<file path="src/rtl/hex_display_ctrl.sv">
// hex_display_ctrl
//   Multi-digit seven-segment display controller. Accepts a packed value over a
//   valid/ready handshake and displays it either as hex nibbles or as decimal
//   (double-dabble conversion, one shift per clock). Provides leading-zero
//   blanking, per-digit blink and an overflow indication for decimal values
//   that do not fit in NUM_DIGITS digits.
//
//   Ports:
//     clk       system clock, all state on rising edge
//     reset     synchronous, active-high
//     in_valid  producer has a value
//     in_ready  controller idle and able to accept
//     in_value  hex: nibble k -> digit k; decimal: unsigned binary
//     in_dec    1 = decimal mode, sampled at accept only
//     blank_lz  1 = blank leading zeros (live)
//     blink_en  bit k = digit k blinks (live)
//     overflow  last decimal value did not fit
//     HEX       active-low segments {g..a}, HEX[7k+6:7k] = digit k
module hex_display_ctrl #(
    parameter int NUM_DIGITS = 6,
    parameter int BLINK_DIV  = 25_000_000
) (
    input  logic                    clk,
    input  logic                    reset,
    input  logic                    in_valid,
    output logic                    in_ready,
    input  logic [4*NUM_DIGITS-1:0] in_value,
    input  logic                    in_dec,
    input  logic                    blank_lz,
    input  logic [NUM_DIGITS-1:0]   blink_en,
    output logic                    overflow,
    output logic [7*NUM_DIGITS-1:0] HEX
);

    localparam int W     = 4 * NUM_DIGITS;
    localparam int BCD_W = 4 * (NUM_DIGITS + 2);
    localparam int CNT_W = $clog2(W + 1);
    localparam int BLK_W = (BLINK_DIV > 1) ? $clog2(BLINK_DIV) : 1;

    localparam logic [6:0] SEG_DASH  = 7'b0111111;
    localparam logic [6:0] SEG_BLANK = 7'b1111111;

    typedef enum logic [1:0] {
        IDLE,
        CONV,
        COMMIT
    } state_t;

    state_t                  state;
    logic [W-1:0]            digit_store;
    logic [NUM_DIGITS-1:0]   dash_store;
    logic [BCD_W-1:0]        bcd;
    logic [BCD_W-1:0]        bcd_adj;
    logic [W-1:0]            shift_reg;
    logic [CNT_W-1:0]        count;
    logic [BLK_W-1:0]        blink_cnt;
    logic                    phase;
    logic [NUM_DIGITS-1:0]   lz_blank;

    assign in_ready = (state == IDLE);

    function automatic logic [6:0] glyph(input logic [3:0] d);
        case (d)
            4'h0: glyph = 7'b1000000;
            4'h1: glyph = 7'b1111001;
            4'h2: glyph = 7'b0100100;
            4'h3: glyph = 7'b0110000;
            4'h4: glyph = 7'b0011001;
            4'h5: glyph = 7'b0010010;
            4'h6: glyph = 7'b0000010;
            4'h7: glyph = 7'b1111000;
            4'h8: glyph = 7'b0000000;
            4'h9: glyph = 7'b0010000;
            4'hA: glyph = 7'b0001000;
            4'hB: glyph = 7'b0000011;
            4'hC: glyph = 7'b1000110;
            4'hD: glyph = 7'b0100001;
            4'hE: glyph = 7'b0000110;
            default: glyph = 7'b0001110;
        endcase
    endfunction

    // Add-3 correction applied to every BCD digit before each shift.
    always_comb begin
        bcd_adj = '0;
        for (int unsigned i = 0; i < NUM_DIGITS + 2; i++) begin
            if (bcd[4*i +: 4] >= 4'd5)
                bcd_adj[4*i +: 4] = bcd[4*i +: 4] + 4'd3;
            else
                bcd_adj[4*i +: 4] = bcd[4*i +: 4];
        end
    end

    always_ff @(posedge clk) begin
        if (reset) begin
            state       <= IDLE;
            digit_store <= '0;
            dash_store  <= '0;
            bcd         <= '0;
            shift_reg   <= '0;
            count       <= '0;
            overflow    <= 1'b0;
        end else begin
            case (state)
                IDLE: begin
                    if (in_valid) begin
                        if (in_dec) begin
                            shift_reg <= in_value;
                            bcd       <= '0;
                            count     <= '0;
                            state     <= CONV;
                        end else begin
                            digit_store <= in_value;
                            dash_store  <= '0;
                            overflow    <= 1'b0;
                        end
                    end
                end
                CONV: begin
                    // Adjust-then-shift in one edge; the binary MSB enters the BCD LSB.
                    bcd       <= {bcd_adj[BCD_W-2:0], shift_reg[W-1]};
                    shift_reg <= {shift_reg[W-2:0], 1'b0};
                    count     <= count + CNT_W'(1);
                    if (count == CNT_W'(W - 1))
                        state <= COMMIT;
                end
                COMMIT: begin
                    if (bcd[BCD_W-1 -: 8] != 8'd0) begin
                        overflow    <= 1'b1;
                        dash_store  <= '1;
                        digit_store <= '0;
                    end else begin
                        overflow    <= 1'b0;
                        dash_store  <= '0;
                        digit_store <= bcd[W-1:0];
                    end
                    state <= IDLE;
                end
                default: state <= IDLE;
            endcase
        end
    end

    // Free-running blink timebase, independent of loads.
    always_ff @(posedge clk) begin
        if (reset) begin
            blink_cnt <= '0;
            phase     <= 1'b0;
        end else if (blink_cnt == BLK_W'(BLINK_DIV - 1)) begin
            blink_cnt <= '0;
            phase     <= ~phase;
        end else begin
            blink_cnt <= blink_cnt + BLK_W'(1);
        end
    end

    // A digit is a leading zero when it and every digit above it are zero
    // and not dashes; digit 0 is always shown.
    always_comb begin
        logic all_zero;
        all_zero = 1'b1;
        lz_blank = '0;
        for (int unsigned i = NUM_DIGITS; i > 0; i--) begin
            all_zero        = all_zero & (digit_store[4*(i-1) +: 4] == 4'd0)
                                       & ~dash_store[i-1];
            lz_blank[i-1]   = all_zero;
        end
        lz_blank[0] = 1'b0;
    end

    always_comb begin
        HEX = '1;
        for (int unsigned i = 0; i < NUM_DIGITS; i++) begin
            if (phase && blink_en[i])
                HEX[7*i +: 7] = SEG_BLANK;
            else if (blank_lz && lz_blank[i])
                HEX[7*i +: 7] = SEG_BLANK;
            else if (dash_store[i])
                HEX[7*i +: 7] = SEG_DASH;
            else
                HEX[7*i +: 7] = glyph(digit_store[4*i +: 4]);
        end
    end

endmodule

</file>
<file path="config.mk">
export PLATFORM = sky130hd
export DESIGN_NAME = hex_display_ctrl
export DESIGN_NICKNAME = d
export VERILOG_FILES = /design/src/rtl/hex_display_ctrl.sv
export SDC_FILE = /design/constraint.sdc
export NUM_CORES = 1
export LEC_CHECK = 0
export CAP_MARGIN = 10
export CORE_MARGIN = 2
export CORE_UTILIZATION = 58
export CTS_CLUSTER_SIZE = 28
export DETAILED_ROUTE_END_ITERATION = 10
export PLACE_DENSITY = 0.81
export SLEW_MARGIN = 10
export SYNTH_ARGS = -nofsm -noshare
export SYNTH_HDL_FRONTEND = slang
export SYNTH_SLANG_ARGS = --single-unit
</file>
<file path="constraint.sdc">
create_clock -name clk -period 3.1 [get_ports clk]
set_clock_uncertainty 0.05 [all_clocks]
set_input_delay 0.62 -clock clk [delete_from_list [all_inputs] [get_ports clk]]
set_output_delay 0.62 -clock clk [all_outputs]
set_load 0.01 [all_outputs]
</file>
==> results.txt, run 1 <==
The flow ran to the end, but the final reports show violations. The final reports fail on negative setup slack. Data arrives at the worst endpoint at 2.45 ns. The worst setup path is launched from a flop.

The detailed placement HPWL is 15,200 µm. The core box area came out at 13,900 µm². The critical path starts at digit_store[20].

The number of antenna violations at the first check in global routing was 0. The clock-pin slew of the registers on the worst-case setup and hold paths came out at 0.06 ns. STA classifies the critical path endpoint as a primary output.

The die width is 123 µm. The required time at the endpoint of the critical path came out at 2.43 ns. The per-instance average area after synthesis came out at 9.31 µm². The static power due to leakage is 0.00438 µW. Synthesis inferred 156 register bits. The congestion estimate from routability-driven global placement came to 0.899.

The transition time at the pin with the least slew margin is 1.21 ns. The via count of the routed design is 7,117. Setup repair after global routing could not meet its margin everywhere. The clock passes through at most 2 buffers. The setup check on the worst reg-to-reg path leaves a slack of 0.50 ns. In this run, the number of DRC markers left after iteration 0 of detailed routing was 732. The sum of overflow across all layers after global routing is 0. The setup violation total in the final timing report came out at 6. The average routed wire per standard cell came out at 18.1 µm. The signed area change from the synthesized netlist to the final layout is 23.5%.

The prevailing post-synth register cell is sky130_fd_sc_hd__dfxtp_1. The wire length of the first global-routing pass came out at 34,800 µm. Yosys instantiated no cell more often than sky130_fd_sc_hd__dfxtp_1. The areal power density over the cells is 518 nW/µm². The number of hold-slack violations in the final timing report came out at 0. The number of H-tree levels came out at 4. The routed wire length is 21,800 µm. Ranked by instance count, the synthesized netlist is headed by 156 x sky130_fd_sc_hd__dfxtp_1, 68 x sky130_fd_sc_hd__nor2_1, 58 x sky130_fd_sc_hd__inv_1, 58 x sky130_fd_sc_hd__nand2_1, 56 x sky130_fd_sc_hd__ha_1.

The number of pins exceeding their max-slew limit in the final report is 0. The endpoint of the worst setup timing path is HEX[40]. The summed instance area of the synthesized netlist came out at 8260 µm². The remaining number of nets flagged by the antenna check after routing is 0.

By area the synthesized netlist is led by sky130_fd_sc_hd__dfxtp_1 38%, sky130_fd_sc_hd__ha_1 8.5%, sky130_fd_sc_hd__mux2i_1 4.5%. The met1 capacity usage during global routing is 0.377. In this run the most used layer during global routing was met2. The vertical die dimension is 123 µm. The layout has 1,000 filler cells.

The number of enable-type register cells in the synthesized netlist is 0. The startpoint of the worst-slack reg-to-reg timing path is bcd[24]. The maximum vdd drop came out at 0.496 mV. Of all cell types, the one taking the most synthesized area is sky130_fd_sc_hd__dfxtp_1. The combined global-route utilization of all metal layers is 0.296. The floorplan has 43 rows. The tightest min-delay check is of the reg2reg type. The clock insertion delay at the later pin of the skew report is 0.43 ns. The cell chosen for the clock root is sky130_fd_sc_hd__clkbuf_16. The count of hold buffers inserted by post-cts repair came out at 0. 79 I/O pins were placed.

Clock tree synthesis inserted a total of 17 buffers. TritonCTS built the clock tree. In the finished design, the share of the clock period the worst path needs comes to 1.01. The residual DRC count came out at 0. The area of the die is 15,200 µm². Headroom to the max-slew limit came out at 0.188. The sequential fraction of the synthesis area is 0.378.

For this run, the top clock speed supported by timing is 320 MHz. The summed negative setup slack over all endpoints came out at -0.0652 ns. The cell count after synthesis came out at 888. The mean number of vias per cell came out at 5.89. The number of non-filler instances in the completed layout came out at 1,208. The slack of the critical path is -0.0213 ns. The routing usage on met2 came out at 0.488. In the final layout, the share of cells above drive strength 1 is 0.200. The number of sinks handled by clock tree synthesis came out at 156. The path depth of the worst reg2reg path came out at 10. The met3 track utilization from global routing is 0.0733. The number of distinct library cells after synthesis is 72. The max-capacitance violation count is 0. The number of nets in the layout is 1,106. The critical path is of the reg2out type. For this configuration, the core starts out at a cell density of 0.595. Including well taps, the total number of placed cells is 1,169. The diode insertion count for antenna repair came out at 0. The highest net fanout along the worst path came out at 6. The count of warnings emitted by yosys came out at 0. The count of input and output buffers came out at 78. The shortest period the worst path allows came out at 3.12 ns. The number of global-route vias before repair is 6,834. The pre-antenna-repair detailed-routing pass consisted of 6 iterations. Entering global routing, the biggest net connects 44 pins. The synthesized netlist net count came out at 979. The async set-or-reset flop fraction in the synthesized netlist is 0.

The top-area cell type share of the netlist area is 0.378.
## worst max-delay path, stage by stage, from the launching register on
cell and delay, ns:
sky130_fd_sc_hd__dfxtp_1 0.31, sky130_fd_sc_hd__or4_4 0.60, sky130_fd_sc_hd__nor2_1 0.19, sky130_fd_sc_hd__a21oi_1 0.09, sky130_fd_sc_hd__nand2_1 0.17, sky130_fd_sc_hd__or2_2 0.13
sky130_fd_sc_hd__clkdlybuf4s50_1 0.53
## report_power, final
part	leakage [µW]	internal [µW]	switching, µW
sequential	0.00127	2100	49.5
combinational	0.00281	420	470
clock	0.000298	1360	887
total	0.00438	3880	1410
## repair_timing
item	4_1_cts	5_1_grt
resized for setup	57	33
endpoints found under the setup margin	28	32
buffers inserted	4	3
pin swaps	6	5
## cells by family (layout without fill, tap and decap cells)
family | Yosys count | count (layout) | synth area share
fa+ha+maj | 56 | 56 | 0.0848
mux | 37 | 37 | 0.0448
buf+inv | 109 | 249 | 0.0613
simple gates | 273 | 273 | 0.170
xor+xnor | 47 | 47 | 0.0498
compound gates | 210 | 210 | 0.211
flops | 156 | 156 | 0.378
## cells in the final DEF (no fill, tap or decap), types with 7 or more instances in the layout
cell | netlist | routed
sky130_fd_sc_hd__or2_2 | 20 | 20
sky130_fd_sc_hd__nand2b_1 | 24 | 23
sky130_fd_sc_hd__nor3_1 | 23 | 22
sky130_fd_sc_hd__nand2_1 | 58 | 56
sky130_fd_sc_hd__ha_1 | 56 | 56
sky130_fd_sc_hd__a22oi_1 | 22 | 22
sky130_fd_sc_hd__nand4_1 | 7 | 7
sky130_fd_sc_hd__nor2_1 | 68 | 68
sky130_fd_sc_hd__a21oi_1 | 35 | 35
sky130_fd_sc_hd__buf_4 | 1 | 67
sky130_fd_sc_hd__or3_1 | 12 | 12
sky130_fd_sc_hd__a22o_1 | 10 | 10
sky130_fd_sc_hd__a21o_1 | 7 | 7
sky130_fd_sc_hd__a222oi_1 | 14 | 14
sky130_fd_sc_hd__clkdlybuf4s50_1 | 0 | 49
sky130_fd_sc_hd__clkbuf_16 | 0 | 17
sky130_fd_sc_hd__o21ai_0 | 26 | 26
sky130_fd_sc_hd__o22ai_1 | 21 | 21
sky130_fd_sc_hd__xor2_1 | 27 | 27
sky130_fd_sc_hd__inv_1 | 58 | 58
sky130_fd_sc_hd__a31o_2 | 7 | 7
sky130_fd_sc_hd__xnor2_1 | 20 | 20
sky130_fd_sc_hd__dfxtp_1 | 156 | 154
sky130_fd_sc_hd__nand3_1 | 24 | 23
sky130_fd_sc_hd__buf_2 | 10 | 9
sky130_fd_sc_hd__o31ai_1 | 8 | 8
sky130_fd_sc_hd__mux2i_1 | 37 | 37
sky130_fd_sc_hd__a32o_1 | 8 | 8
sky130_fd_sc_hd__clkbuf_2 | 0 | 11
## worst min path at each step
stage                   from            end  cells past startpoint
4_1_cts        shift_reg[19]  shift_reg[19]                      2
5_1_grt        shift_reg[18]  shift_reg[18]                      2
3_3_place_gp   shift_reg[19]  shift_reg[19]                      2
6_report       shift_reg[18]  shift_reg[18]                      2
3_5_place_dp    shift_reg[4]   shift_reg[4]                      2
2_1_floorplan  shift_reg[19]  shift_reg[19]                      2
## per-layer routing
metal | vias to the layer above | wire, µm
li1 | 3440 | -
met1 | 3391 | 9390
met2 | 243 | 10400
met3 | 43 | 1500
met4 | 0 | 520
met5 | - | 0
## layout make-up
type,count,area [µm²],share of cell area
tap,180,225,0.0221
clock inverter,15,211,0.0207
sequential,156,3130,0.306
clock buffer,17,425,0.0417
timing repair buffer,148,1250,0.122
multi-input combinational,623,4700,0.460
inverter,69,277,0.0271
## through the flow
step / utilization / power [µW] / setup WS [ns] / cell area, µm² / hold WS, ns
2_1_floorplan: - / 2670 / 0.377 / 8260 / 0.365
3_3_place_gp: 0.687 / 3070 / -0.255 / 9540 / 0.374
3_5_place_dp: 0.687 / 3080 / -0.418 / 9540 / 0.380
4_1_cts: 0.736 / 5300 / -0.0269 / 10200 / 0.390
5_1_grt: 0.736 / 5480 / -0.0921 / 10200 / 0.406
6_report: 0.736 / 5290 / -0.0213 / 10200 / 0.393
No activity file was read; power rests on OpenSTA's default activity.
==> run 2, diff against run 1 <==
Settings changed: TNS_END_PERCENT set to 5.
==> run 2 against run 1 <==
The flow still finishes with violations (negative setup slack). Register-to-register slack about the same. Global-route usage shrank 0.16 points. Flip-flop and latch count unchanged. First-iteration DRC count shrank 11%. Setup slack worse by 0.074 ns. Non-clock buffer count shrank 4. Count of clock-buffer cells in the layout unchanged. Fmax down 2.3%. Sequential power is essentially flat. Sequential share of layout area down 0.16 points. Critical path depth is the same. Wire length fell by 0.29%. Largest cell class unchanged.
==> results.txt, run 2 (same netlist as run 1, synthesis figures left out) <==
Outcome: complete, but fails checks (unchanged). Violations in the final reports: negative setup slack (unchanged). The category of the critical setup timing path was reg2out (unchanged). The signed area change from the synthesized netlist to the final layout was 24.1% (was 23.5%).

The maximum operating frequency is 313 MHz (was 320 MHz). The vertical die dimension came out at 123 µm (unchanged). Unrepaired setup endpoints after global routing: true (unchanged).

The total power after layout was 5290 µW (about the same). The startpoint type of the worst setup path is a flop (unchanged). The core box area is 13,900 µm² (unchanged). The number of H-tree levels came out at 4 (unchanged). The fraction of layout instances using a drive strength above 1 came out at 0.184 (was 0.200). The number of global-route vias before repair came to 6,826 (was 6,834).

The count of input and output buffers came out at 78 (unchanged). The most common cell after layout, fill and taps aside is sky130_fd_sc_hd__dfxtp_1 (unchanged). The area of the die came out at 15,200 µm² (unchanged).

The number of antenna violations at the first check in global routing is 0 (unchanged). The I/O pin count is 79 (unchanged). The sequential power share is 0.406 (was 0.407).

The die width came out at 123 µm (unchanged). The slack of the critical path came out at -0.0954 ns (was -0.0213 ns). The average routed wire per standard cell was 18.1 µm (about the same).

The cell family with the largest share of critical-path delay was simple AND/OR/NAND/NOR gates (unchanged). Most used cells in the layout excluding fill and tap cells: 156 x sky130_fd_sc_hd__dfxtp_1, 67 x sky130_fd_sc_hd__nor2_1, 63 x sky130_fd_sc_hd__buf_4 (was 154 x sky130_fd_sc_hd__dfxtp_1, 68 x sky130_fd_sc_hd__nor2_1, 67 x sky130_fd_sc_hd__buf_4). The initial DRC count is 650 (was 732). The via count of the routed design came out at 7,116 (was 7,117). The design internal power came to 3890 µW (was 3880 µW). The residual DRC count is 0 (unchanged).

The CTS tree was done (unchanged). Cell Chain, Critical Path: or4_1 -> nor3_2 -> a21oi_1 -> nand2_1 -> or2_2 -> clkdlybuf4s50_1 (was or4_4 -> nor2_1 -> a21oi_1 -> nand2_1 -> or2_2 -> clkdlybuf4s50_1). The wire length of the first global-routing pass came to 34,600 µm (was 34,800 µm). The required time at the endpoint of the critical path is 2.43 ns (about the same).

The effective utilization at floorplan is 0.595 (unchanged). The detailed placement HPWL is 15,200 µm (unchanged). The number of pins exceeding their max-slew limit in the final report is 0 (unchanged). The fraction of power consumed by the clock network was 0.424 (was 0.425). The sum of overflow across all layers after global routing is 0 (unchanged).

The clock-pin slew of the registers on the worst-case setup and hold paths is 0.07 ns (was 0.06 ns). The transition time at the pin with the least slew margin is 1.23 ns (was 1.21 ns). The number of detailed-route iterations in the first pass was 7 (was 6). The clock insertion delay at the later pin of the skew report is 0.43 ns (about the same). The summed negative setup slack over all endpoints is -0.954 ns (was -0.0652 ns).

The setup slack at placement came out at -0.418 ns (unchanged). The storage element area came out at 3120 µm² (was 3130 µm²). The fraction of power consumed by combinational cells came to 0.169 (was 0.168). The number of filler instances in the final layout came to 996 (was 1,000). The count of buffering cells on the critical path with inverters included is 1 (unchanged).

The site row count is 43 (unchanged). The portion of the clock cycle consumed by the worst path in the final layout is 1.03 (was 1.01). The areal power density over the cells is 516 nW/µm² (was 518 nW/µm²). The highest cell delay on the worst timing path came out at 0.63 ns (was 0.60 ns). The maximum clock insertion buffer count is 2 (unchanged). The routability-driven placement congestion ratio is 0.899 (unchanged). The setup violation total in the final timing report came to 13 (was 6).

The number of nets in the layout came to 1,102 (was 1,106). The routed wire length is 21,800 µm (about the same). The remaining number of nets flagged by the antenna check after routing came out at 0 (unchanged).

The slowest cell on the critical path is sky130_fd_sc_hd__or4_1 (was sky130_fd_sc_hd__or4_4). The number of hold-slack violations in the final timing report is 0 (unchanged). The number of sinks handled by clock tree synthesis came out at 156 (unchanged). The maximum vdd drop came out at 0.501 mV (was 0.496 mV).

The signal arrival time at the worst endpoint came out at 2.53 ns (was 2.45 ns). The mean number of vias per cell came out at 5.91 (was 5.89). The maximum number of pins on one net before global-route repair came out at 44 (unchanged). The smallest hold slack is 0.393 ns (about the same).

The combined global-route utilization of all metal layers is 0.294 (was 0.296). The count of hold buffers inserted by post-cts repair came out at 0 (unchanged). The max-capacitance violation count came to 0 (unchanged). The switching share of total power came out at 0.264 (was 0.266). The shortest period the worst path allows is 3.20 ns (was 3.12 ns).

The static power due to leakage came to 0.00440 µW (was 0.00438 µW). The number of buffers created by CTS came to 17 (unchanged). The cell chosen for the clock root is sky130_fd_sc_hd__clkbuf_16 (unchanged).

The diode insertion count for antenna repair came out at 0 (unchanged). The reported net switching power is 1400 µW (was 1410 µW). The relative max-transition margin is 0.178 (was 0.188).

The highest net fanout along the worst path was 6 (unchanged). The area of the multi-input gates is 4680 µm² (was 4700 µm²). The element type at the critical path end is a primary output (unchanged).

The class of the tightest hold or removal check is reg2reg (unchanged).
-- run 2: layer usage --
metal	track usage	wire [µm]
met5	0	0
met1	0.375	9420
met4	0.0916	382
met2	0.491	10500
met3	0.0701	1460
-- run 2: worst min-delay path, stage by stage, from the launching register on --
cell,delay [ns]
sky130_fd_sc_hd__dfxtp_1,0.31
sky130_fd_sc_hd__nand2_1,0.05
sky130_fd_sc_hd__nand2_1,0.04
-- run 2: metrics by stage --
| step | cells | util | instance area [µm²] |
|---|---|---|---|
| floorplan | 888 | - | 8260 |
| finish | 1204 | 0.739 | 10300 |
| CTS | 1204 | 0.736 | 10200 |
| global placement | 1169 | 0.687 | 9540 |
| detailed placement | 1169 | 0.687 | 9540 |
| global route | 1204 | 0.739 | 10300 |
-- run 2: area by class of cell --
| cell class | instances | area share |
|---|---|---|
| Clock inverter | 15 | 0.0206 |
| Timing Repair Buffer | 144 | 0.128 |
| Tap cell | 180 | 0.0220 |
| Multi-Input combinational cell | 623 | 0.456 |
| Clock buffer | 17 | 0.0415 |
| Inverter | 69 | 0.0270 |
| Sequential cell | 156 | 0.305 |
-- run 2: worst paths after layout --
path	from	endpoint	slack [ns]	cells after the start
max	digit_store[16]	HEX[29]	-0.1	6
max reg2reg	bcd[24]	flop	0.50	11
min	shift_reg[18]	shift_reg[18]	0.39	2
min reg2reg	shift_reg[18]	shift_reg[18]	0.39	2
-- run 2: power by group through the flow --
stage                     Clock [µW]  Combinational (µW)  Sequential [µW]
after detailed placement           0                 889             2190
after global placement             0                 874             2190
after floorplan                    0                 503             2170
final                           2250                 897             2150
after CTS                       2260                 892             2150
after global routing            2360                 969             2160
-- run 2: what timing repair did --
item | in CTS | in global routing
pin swaps | 4 | 5
gates cloned | 0 | 0
gates resized for setup | 34 | 17
setup buffers | 3 | 0
setup endpoints to repair | 28 | 33
==> run 3, diff against run 2 <==
Settings changed: GPL_TIMING_DRIVEN set to 0.
==> run 3 against run 2 <==
The flow still finishes with violations (negative setup slack). First-iteration DRC count increased by 9.8%. Via count increased by 0.21%. Combinational power decreased by 6.1%. Non-clock buffer count decreased by 20. Count of clock-buffer cells in the layout unchanged. Wire length decreased by 0.22%. Critical endpoint is now HEX[7]. Largest cell class unchanged. Highest routed layer unchanged.
==> results.txt, run 3 (same netlist as run 1, synthesis figures left out) <==
Outcome: complete, but fails checks (unchanged). Violations in the final reports: negative setup slack (unchanged). The relative max-transition margin came out at 0.325 (was 0.178).

The smallest hold slack came out at 0.394 ns (was 0.393 ns). The initial DRC count came out at 714 (was 650). The maximum clock insertion buffer count is 2 (unchanged). The total power after layout is 4930 µW (was 5290 µW).

The portion of the clock cycle consumed by the worst path in the final layout is 1.04 (was 1.03). The post-placement cell count is 1,145 (was 1,169). The wire length of the first global-routing pass is 33,800 µm (was 34,600 µm). The areal power density over the cells came to 499 nW/µm² (was 516 nW/µm²).

The die width came out at 123 µm (unchanged). The number of non-filler instances in the completed layout is 1,185 (was 1,204). The effective utilization at floorplan is 0.595 (unchanged). The area of the die was 15,200 µm² (unchanged).

The signed area change from the synthesized netlist to the final layout is 19.6% (was 24.1%). The number of pins exceeding their max-slew limit in the final report came out at 0 (unchanged). The static power due to leakage came out at 0.00412 µW (was 0.00440 µW). The site row count was 43 (unchanged). The slack of the critical path came to -0.116 ns (was -0.0954 ns). The area of the multi-input gates came to 4710 µm² (was 4680 µm²). The I/O pin count is 79 (unchanged).

The number of global-route vias before repair came out at 6,703 (was 6,826). The most common cell after layout, fill and taps aside was sky130_fd_sc_hd__dfxtp_1 (unchanged). Most used cells in the layout excluding fill and tap cells: 155 x sky130_fd_sc_hd__dfxtp_1, 68 x sky130_fd_sc_hd__nor2_1, 58 x sky130_fd_sc_hd__inv_1 (was 156 x sky130_fd_sc_hd__dfxtp_1, 67 x sky130_fd_sc_hd__nor2_1, 63 x sky130_fd_sc_hd__buf_4). The class of the tightest hold or removal check is reg2reg (unchanged). The vertical die dimension is 123 µm (unchanged). The startpoint type of the worst setup path is a flop (unchanged). The remaining number of nets flagged by the antenna check after routing came out at 0 (unchanged). The via count of the routed design is 7,131 (was 7,116). The element type at the critical path end is a primary output (unchanged). The number of filler instances in the final layout is 1,060 (was 996). The setup violation total in the final timing report came out at 9 (was 13). The maximum number of pins on one net before global-route repair is 17 (was 44). The routability-driven placement congestion ratio came out at 0.916 (was 0.899). The routed wire length came out at 21,700 µm (was 21,800 µm). The fraction of layout instances using a drive strength above 1 came out at 0.161 (was 0.184).

The number of H-tree levels came to 4 (unchanged). The detailed placement HPWL was 15,500 µm (was 15,200 µm). The combined global-route utilization of all metal layers came out at 0.292 (was 0.294). The maximum operating frequency came out at 311 MHz (was 313 MHz). The storage element area came to 3130 µm² (was 3120 µm²). The signal arrival time at the worst endpoint came to 2.55 ns (was 2.53 ns).

The category of the critical setup timing path was reg2out (unchanged). The residual DRC count is 0 (unchanged). The number of hold-slack violations in the final timing report came to 0 (unchanged). The count of hold buffers inserted by post-cts repair was 0 (unchanged). The mean number of vias per cell came out at 6.02 (was 5.91). The cell chosen for the clock root is sky130_fd_sc_hd__clkbuf_16 (unchanged). The shortest period the worst path allows came to 3.22 ns (was 3.20 ns). The count of input and output buffers was 77 (was 78). The number of buffers created by CTS is 17 (unchanged).

The clock insertion delay at the later pin of the skew report was 0.43 ns (about the same). The highest net fanout along the worst path came to 6 (unchanged). The number of antenna violations at the first check in global routing is 1 (was 0). The transition time at the pin with the least slew margin is 1.00 ns (was 1.23 ns). The CTS tree is done (unchanged). The number of sinks handled by clock tree synthesis came out at 156 (unchanged). The sum of overflow across all layers after global routing is 0 (unchanged). The required time at the endpoint of the critical path is 2.43 ns (about the same). The core box area is 13,900 µm² (unchanged). The maximum vdd drop came to 0.427 mV (was 0.501 mV).

The number of nets in the layout came out at 1,082 (was 1,102). Unrepaired setup endpoints after global routing: true (unchanged). The number of detailed-route iterations in the first pass is 6 (was 7).

The average routed wire per standard cell is 18.3 µm (was 18.1 µm). The max-capacitance violation count came out at 0 (unchanged). The clock-pin slew of the registers on the worst-case setup and hold paths is 0.07 ns (about the same).
==> run 3: changes by cell type in the layout (fill, tap and decap cells not counted), moves of 8 or more <==
cell and delta:
sky130_fd_sc_hd__buf_4 -56, sky130_fd_sc_hd__clkbuf_1 +17, sky130_fd_sc_hd__buf_2 +14, sky130_fd_sc_hd__buf_6 +8, sky130_fd_sc_hd__dlymetal6s2s_1 -8
==> run 3: power breakdown <==
group          internal, µW  switching [µW]
sequential             2100            39.9
clock                  1040             916
combinational           382             460
total                  3520            1420
==> run 3: area by class of cell <==
class,count,share of cell area
Timing Repair Buffer,84,0.0767
Clock buffer,17,0.0431
Sequential cell,156,0.316
Antenna cell,1,0.000253
Tap cell,180,0.0228
Inverter,69,0.0280
Buffer,40,0.0239
Multi-Input combinational cell,623,0.477
Clock inverter,15,0.0120
==> run 3: worst paths after layout <==
path,from,endpoint,slack [ns],cells after the start
setup / recovery,digit_store[21],HEX[7],-0.12,8
hold / removal,shift_reg[18],shift_reg[18],0.39,2
setup reg to reg,bcd[24],flop,0.08,12
hold reg to reg,shift_reg[18],shift_reg[18],0.39,2
==> run 3: per-layer routing <==
metal,vias to the layer above,wire (µm),GRT usage
met5,-,0,0
met4,0,989,0.145
met3,88,1910,0.0798
met2,312,9840,0.463
met1,3344,8980,0.366
li1,3387,-,-
==> run 3: critical path: stages, from the launching register on <==
cell and delay [ns]:
sky130_fd_sc_hd__dfxtp_1 0.32, sky130_fd_sc_hd__or4_4 0.58, sky130_fd_sc_hd__nor4_4 0.34, sky130_fd_sc_hd__nand3_2 0.18, sky130_fd_sc_hd__buf_4 0.20, sky130_fd_sc_hd__o21ai_4 0.16
sky130_fd_sc_hd__buf_6 0.12, sky130_fd_sc_hd__or3_1 0.09, sky130_fd_sc_hd__buf_2 0.12
==> run 3: timing repair <==
| item | CTS | global route |
|---|---|---|
| gates resized for setup | 63 | 19 |
| setup endpoints to repair | 76 | 43 |
| pin swaps | 6 | 6 |
| setup buffers | 3 | 4 |
==> run 3: through the flow <==
step                TNS [ns]  worst slack, ns  utilization  area, µm²
floorplan                  0            0.377            -       8260
global placement      -29.77           -0.730        0.667       9260
detailed placement    -32.07           -0.765        0.667       9260
CTS                   -0.242           -0.186        0.709       9850
global route           -1.92           -0.207        0.712       9880
finish                -0.790           -0.116        0.712       9880
